`src/rtl/iterative_alu.sv`:
```
// Registered multi-cycle ALU: single-cycle logic/arithmetic, bit-serial shifts, shift-add multiply.
// Define ALU_MUL_EN to build the iterative multiplier for code 15; otherwise code 15 returns 0 in one cycle.
module iterative_alu #(
    parameter int WIDTH = 16
) (
    input  logic                      Clock,
    input  logic                      Reset,
    input  logic                      Start,
    input  logic [3:0]                FunSel,
    input  logic [WIDTH-1:0]          A,
    input  logic [WIDTH-1:0]          B,
    input  logic [$clog2(WIDTH)-1:0]  ShAmt,
    input  logic                      WF,
    output logic                      Busy,
    output logic                      Done,
    output logic [WIDTH-1:0]          ALUOut,
    output logic [3:0]                FlagsOut
);
    localparam int SW = $clog2(WIDTH);

    localparam logic [1:0] S_IDLE  = 2'd0;
    localparam logic [1:0] S_SHIFT = 2'd1;
    localparam logic [1:0] S_MUL   = 2'd2;

    logic [1:0]       state_q, state_d;
    logic [WIDTH-1:0] a_q, a_d;
    logic [3:0]       fun_q, fun_d;
    logic             wf_q, wf_d;
    logic [SW-1:0]    cnt_q, cnt_d;
    logic [WIDTH-1:0] result_q, result_d;
    logic [3:0]       flags_q, flags_d;
    logic             done_q, done_d;

    logic [WIDTH-1:0] opb, res;
    logic             cin;
    logic [WIDTH:0]   sum, step;
    logic             complete, wr, upd_c, upd_o, c_new, o_new;

    // One shift/rotate step: {bit shifted out, new value}
    function automatic logic [WIDTH:0] shift_step(input logic [3:0] code, input logic [WIDTH-1:0] x);
        case (code)
            4'd11:   shift_step = {x[WIDTH-1], x[WIDTH-2:0], 1'b0};
            4'd12:   shift_step = {x[0], 1'b0, x[WIDTH-1:1]};
            4'd13:   shift_step = {x[0], x[WIDTH-1], x[WIDTH-1:1]};
            default: shift_step = {x[WIDTH-1], x[WIDTH-2:0], x[WIDTH-1]};
        endcase
    endfunction

`ifdef ALU_MUL_EN
    logic [2*WIDTH-1:0] acc_q, acc_d, prod;

    // Accumulator holds {partial sum, remaining multiplier bits}; each step retires one multiplier bit
    function automatic logic [2*WIDTH-1:0] mul_step(input logic [2*WIDTH-1:0] acc, input logic [WIDTH-1:0] mcand);
        logic [WIDTH:0] s;
        s = {1'b0, acc[2*WIDTH-1:WIDTH]} + (acc[0] ? {1'b0, mcand} : {(WIDTH+1){1'b0}});
        mul_step = {s, acc[WIDTH-1:1]};
    endfunction
`endif

    always_comb begin
        state_d  = state_q;
        a_d      = a_q;
        fun_d    = fun_q;
        wf_d     = wf_q;
        cnt_d    = cnt_q;
        result_d = result_q;
        flags_d  = flags_q;
        done_d   = 1'b0;
        complete = 1'b0;
        wr       = 1'b0;
        upd_c    = 1'b0;
        upd_o    = 1'b0;
        c_new    = 1'b0;
        o_new    = 1'b0;
        res      = '0;
        step     = '0;
`ifdef ALU_MUL_EN
        acc_d    = acc_q;
        prod     = acc_q;
`endif
        // Shared adder: subtraction is A + ~B + 1
        opb = (FunSel == 4'd6) ? ~B : B;
        cin = (FunSel == 4'd6) ? 1'b1 : ((FunSel == 4'd5) ? flags_q[2] : 1'b0);
        sum = {1'b0, A} + {1'b0, opb} + {{WIDTH{1'b0}}, cin};

        case (state_q)
            S_IDLE: begin
                if (Start) begin
                    fun_d = FunSel;
                    wf_d  = WF;
                    wr    = WF;
                    case (FunSel)
                        4'd0:  begin complete = 1'b1; res = A; end
                        4'd1:  begin complete = 1'b1; res = B; end
                        4'd2:  begin complete = 1'b1; res = ~A; end
                        4'd3:  begin complete = 1'b1; res = ~B; end
                        4'd4, 4'd5: begin
                            complete = 1'b1;
                            res   = sum[WIDTH-1:0];
                            upd_c = 1'b1;
                            upd_o = 1'b1;
                            c_new = sum[WIDTH];
                            o_new = (A[WIDTH-1] == B[WIDTH-1]) && (res[WIDTH-1] != A[WIDTH-1]);
                        end
                        4'd6: begin
                            complete = 1'b1;
                            res   = sum[WIDTH-1:0];
                            upd_c = 1'b1;
                            upd_o = 1'b1;
                            c_new = sum[WIDTH];
                            o_new = (A[WIDTH-1] != B[WIDTH-1]) && (res[WIDTH-1] != A[WIDTH-1]);
                        end
                        4'd7:  begin complete = 1'b1; res = A & B; end
                        4'd8:  begin complete = 1'b1; res = A | B; end
                        4'd9:  begin complete = 1'b1; res = A ^ B; end
                        4'd10: begin complete = 1'b1; res = ~(A & B); end
                        4'd11, 4'd12, 4'd13, 4'd14: begin
                            step = shift_step(FunSel, A);
                            if (ShAmt == '0) begin
                                complete = 1'b1;
                                res      = A;
                            end else if (ShAmt == SW'(1)) begin
                                complete = 1'b1;
                                res      = step[WIDTH-1:0];
                                upd_c    = 1'b1;
                                c_new    = step[WIDTH];
                            end else begin
                                a_d     = step[WIDTH-1:0];
                                cnt_d   = ShAmt - SW'(1);
                                state_d = S_SHIFT;
                            end
                        end
                        default: begin
`ifdef ALU_MUL_EN
                            prod    = mul_step({{WIDTH{1'b0}}, B}, A);
                            acc_d   = prod;
                            a_d     = A;
                            cnt_d   = '1;
                            state_d = S_MUL;
`else
                            complete = 1'b1;
                            res      = '0;
                            wr       = 1'b0;
`endif
                        end
                    endcase
                end
            end
            S_SHIFT: begin
                step  = shift_step(fun_q, a_q);
                a_d   = step[WIDTH-1:0];
                cnt_d = cnt_q - SW'(1);
                if (cnt_q == SW'(1)) begin
                    complete = 1'b1;
                    res      = step[WIDTH-1:0];
                    wr       = wf_q;
                    upd_c    = 1'b1;
                    c_new    = step[WIDTH];
                    state_d  = S_IDLE;
                end
            end
`ifdef ALU_MUL_EN
            S_MUL: begin
                prod  = mul_step(acc_q, a_q);
                acc_d = prod;
                cnt_d = cnt_q - SW'(1);
                if (cnt_q == SW'(1)) begin
                    complete = 1'b1;
                    res      = prod[WIDTH-1:0];
                    wr       = wf_q;
                    upd_c    = 1'b1;
                    upd_o    = 1'b1;
                    c_new    = |prod[2*WIDTH-1:WIDTH];
                    o_new    = 1'b0;
                    state_d  = S_IDLE;
                end
            end
`endif
            default: state_d = S_IDLE;
        endcase

        if (complete) begin
            result_d = res;
            done_d   = 1'b1;
            if (wr) begin
                flags_d[3] = (res == '0);
                flags_d[1] = res[WIDTH-1];
                if (upd_c) flags_d[2] = c_new;
                if (upd_o) flags_d[0] = o_new;
            end
        end
    end

    always_ff @(posedge Clock or negedge Reset) begin
        if (!Reset) begin
            state_q  <= S_IDLE;
            a_q      <= '0;
            fun_q    <= '0;
            wf_q     <= 1'b0;
            cnt_q    <= '0;
            result_q <= '0;
            flags_q  <= '0;
            done_q   <= 1'b0;
`ifdef ALU_MUL_EN
            acc_q    <= '0;
`endif
        end else begin
            state_q  <= state_d;
            a_q      <= a_d;
            fun_q    <= fun_d;
            wf_q     <= wf_d;
            cnt_q    <= cnt_d;
            result_q <= result_d;
            flags_q  <= flags_d;
            done_q   <= done_d;
`ifdef ALU_MUL_EN
            acc_q    <= acc_d;
`endif
        end
    end

    assign Busy     = (state_q != S_IDLE);
    assign Done     = done_q;
    assign ALUOut   = result_q;
    assign FlagsOut = flags_q;
endmodule

```
`config.mk`:
```
export PLATFORM = sky130hd
export DESIGN_NAME = iterative_alu
export DESIGN_NICKNAME = d
export VERILOG_FILES = /design/src/rtl/iterative_alu.sv
export SDC_FILE = /design/constraint.sdc
export NUM_CORES = 1
export LEC_CHECK = 0
export CORE_ASPECT_RATIO = 1.1
export CORE_MARGIN = 2
export CORE_UTILIZATION = 35
export DETAILED_ROUTE_END_ITERATION = 10
export DONT_BUFFER_PORTS = 1
export MAX_ROUTING_LAYER = met4
export PLACE_DENSITY = 0.59
export SLEW_MARGIN = 40
export SYNTH_ARGS = -nofsm -noshare
export SYNTH_HDL_FRONTEND = slang
export SYNTH_SLANG_ARGS = --single-unit
export TNS_END_PERCENT = 50
```
`constraint.sdc`:
```
create_clock -name Clock -period 3.4 [get_ports Clock]
set_input_delay 0.85 -clock Clock [delete_from_list [all_inputs] [get_ports Clock]]
set_output_delay 0.85 -clock Clock [all_outputs]
set_load 0.005 [all_outputs]
```
==> results by group <==
Clock network
  • CTS H-tree depth: 2
  • Hold-fix buffers, CTS: 0
  • Clk Latency, worst-skew pair: 0.29 ns
  • CTS Buf Count: 5
  • Clk sinks: 47
  • Root Driver: clkbuf_16
  • CTS tree: built
  • Worst-path clk slew: around 0.06 ns
  • Max Root-Sink Buffers: 2

Logic synthesis
  • Number of synthesized flops with an enable pin: 0
  • Yosys cell types: 82
  • Synth Register Bits: 47
  • Top cells by area, synth: dfrtp_1, ha_1, mux2i_1, a21oi_1, nor2_1
  • Mapped cell area: 5770 sq um
  • Yosys top cell area share: 0.204
  • Ys Warns: 0
  • Top_reg_cell synth: dfrtp_1
  • Post-synthesis area per instance: 7.81 sq um
  • Synth Instances: 739
  • Syn nets: 837
  • Area leader, netlist: dfrtp_1
  • Ys async rst share: 1.00
  • Seq/Total Area, Yosys: 0.204

Timing
  • Worst Tran Pin Value: between 0.7 and 0.8 ns
  • Share of the clock period used by the worst path: 1.04
  • Final Max Slew Viols: 0
  • # setup viols final: 2
  • Setup Skew: roughly 0.002 ns
  • Fmax: 283 MHz
  • RSZ-0062 raised after global routing: true
  • Minimum clock period: 3.53 ns
  • Post-layout worst setup margin: -0.132 ns
  • Slew Limit Headroom: 0.486
  • Final setup TNS: -0.237 ns
  • Final Hold Viols: 0

Detailed routing
  • Pre-Repair DR Iteration Count: 6
  • WL final: between 20 and 25 mm
  • Vias: 5937
  • DR vias/cell: 5.98
  • Starting DRT DRC Count: 580
  • Detail Route Antenna Nets: 0
  • WL per Instance: roughly 20 um
  • Post-route DRC: 0

Place
  • Dpl cells: 978
  • GP Congestion: approximately 0.90
  • PortBufs: 0
  • Hpwl dp: 15.6 mm

Worst setup path
  • Reg2reg setup slack: around 0.11 ns
  • Crit. End Element: flop
  • CP Launch Type: input port
  • Reg2reg start: FlagsOut[2]
  • Largest stage delay on the critical path: 0.38 ns
  • RR Endpoint: FlagsOut[3]
  • R2R cell count: 16
  • CP arrival: 3.73 ns
  • Data required time of the worst path: 3.60 ns
  • Kind of critical path: input port to flop
  • Worst path cell trace: nand2b_4 > nor2_4 > xnor2_2 > fa_2 > inv_2 > fa_2 > xnor2_1 > a32oi_1 > nor2_1 > o21ai_1 > buf_4 > nand4_1 > nor4_2 > buf_4 > and4_1 > nand4_1 > o32ai_2
  • Crit Path Max Fanout: 55
  • Critical path's slowest cell: fa_2

Floorplanning
  • Die ar.: 17500 sq um
  • I/O pin cnt: 66
  • Row count: 49
  • Die span in y: 139 um
  • Core area: 16200 sq um
  • Die Wd: 126 um
  • Effective utilization at floorplan: 0.355

Power and ir drop
  • Pwr per Cell Area: 471 nW/um^2
  • P_leak: 3.19 nW
  • Tot Pwr: 3.22 mW
  • VDD IR max: roughly 0.3 mV

Global routing
  • Vias in the first global route: 5583
  • Total track usage: 0.232
  • Gr ovfl total: 0
  • First-pass GRT wire length: 31.8 mm
  • Initial antenna violation count: 0
  • Largest net degree at the start of global routing: 56

Cells and area
  • Diode count: 0
  • Post-layout nets: between 800 and 900
  • Layout cell share with drive strength beyond 1: 0.179
  • Non-Filler Instances: 992
  • Area grow syn2layout: 18.6%

Run status
  • Status: finished with violations
  • Failing checks: setup timing

Min path
  • Hold Crit Class: input port to async pin

Job
  • Max Cap Violations: 0
-- Yosys cell counts, types with 4 or more instances --
library cell and n:
dfrtp_1 47, and3_1 4, xnor2_1 22, nand4_1 5, o31ai_1 5, a221oi_1 5
nor2_1 68, nor4_1 5, a31oi_1 9, o211ai_1 13, buf_2 16, nand2_1 57
o21ai_0 32, nand3b_1 4, mux2i_1 49, o22ai_1 15, nor2b_1 11, clkbuf_1 18
o2bb2ai_1 5, o221ai_1 5, buf_4 9, a21oi_1 66, a2111oi_0 4, nand3_1 14
a21o_1 12, o21a_1 4, or3_1 4, o2111ai_1 5, ha_1 52, xor2_1 9
nand2b_1 14, nor3_1 23, inv_1 50
-- worst max-delay path by stage --
stage,from,end,slack (ns)
5_1_grt,FunSel[3],FlagsOut[3],-0.26
2_1_floorplan,FunSel[3],FlagsOut[3],-0.58
3_5_place_dp,FunSel[0],FlagsOut[3],-0.37
6_report,FunSel[3],FlagsOut[3],-0.13
4_1_cts,FunSel[0],FlagsOut[3],-0.06
3_3_place_gp,FunSel[0],FlagsOut[3],-0.37
-- layout by cell type, fill, tap and decap left out, drive strengths merged, types with 5 or more instances in the layout --
master	instances
a21oi	66
a21o	12
nand3	14
a221oi	5
o211ai	13
clkbuf	5
buf	88
a31oi	9
nor3	23
xnor2	22
o2bb2ai	5
o221ai	5
inv	51
ha	52
a2111oi	5
dfrtp	47
nand2b	14
nand2	58
o31ai	5
o21ai	34
nor2	68
xor2	9
nor4	5
o22ai	15
nor2b	11
mux2i	49
nand4	5
o2111ai	5
-- cell families (layout without fill, tap and decap cells) --
| logic type | count (synthesis) | after routing | synth area share |
|---|---|---|---|
| compound gates | 226 | 226 | 0.265 |
| xor+xnor | 31 | 31 | 0.0471 |
| fa+ha+maj | 54 | 54 | 0.120 |
| buf+inv | 98 | 147 | 0.0757 |
| flops | 47 | 47 | 0.204 |
| mux | 50 | 50 | 0.0870 |
| simple gates | 233 | 233 | 0.201 |
-- power by group --
| part | total (mW) | internal [mW] | switching, mW |
|---|---|---|---|
| logic | 1.50 | 0.709 | 0.796 |
| registers | 1.08 | 0.822 | 0.253 |
| clock network | 0.641 | 0.421 | 0.219 |
| total | 3.22 | 1.95 | 1.27 |
-- per-layer routing --
layer	up-vias	GRT usage	wire length, um
met5	-	-	0
met4	0	0.0590	414
met3	34	0.0451	2010
met2	313	0.340	8820
met1	2778	0.328	9040
li1	2812	-	-
-- worst max-delay path, delay by kind of cell --
kind            cells  cell delay [ns]
buf+inv             3             0.35
compound gates      3             0.51
simple gates        7             1.05
fa+ha+maj           2             0.66
xor+xnor            2             0.29
-- flip-flops by register name, indices dropped and copies added, names as in the netlist --
register	count
a_q	16
wf_q	1
state_q	1
ALUOut	16
cnt_q	4
fun_q	4
FlagsOut	4
Done	1
-- final cells by class --
cell class	count	area, sq um
clock buffer	5	125
clock inverter	3	67.6
fill	1623	9400
inverter	51	196
multi-input combinational	594	4330
sequential	47	1180
tap	204	255
timing repair buffer	88	693
-- what timing repair did --
item / CTS / global route
pin swaps: 2 / 19
setup endpoints to repair: 2 / 6
gates cloned: 0 / 0
setup buffers: 1 / 6
gates resized for setup: 6 / 24
-- metrics by stage --
stage,setup slack [ns],util,hold slack [ns],area [sq um]
floorplan,-0.582,-,0.440,5840
global placement,-0.366,0.397,0.471,6460
detailed placement,-0.374,0.397,0.475,6460
CTS,-0.0556,0.411,0.244,6670
global route,-0.256,0.421,0.237,6840
finish,-0.132,0.421,0.248,6840
Note: power is estimated with default switching activity, not from simulation.
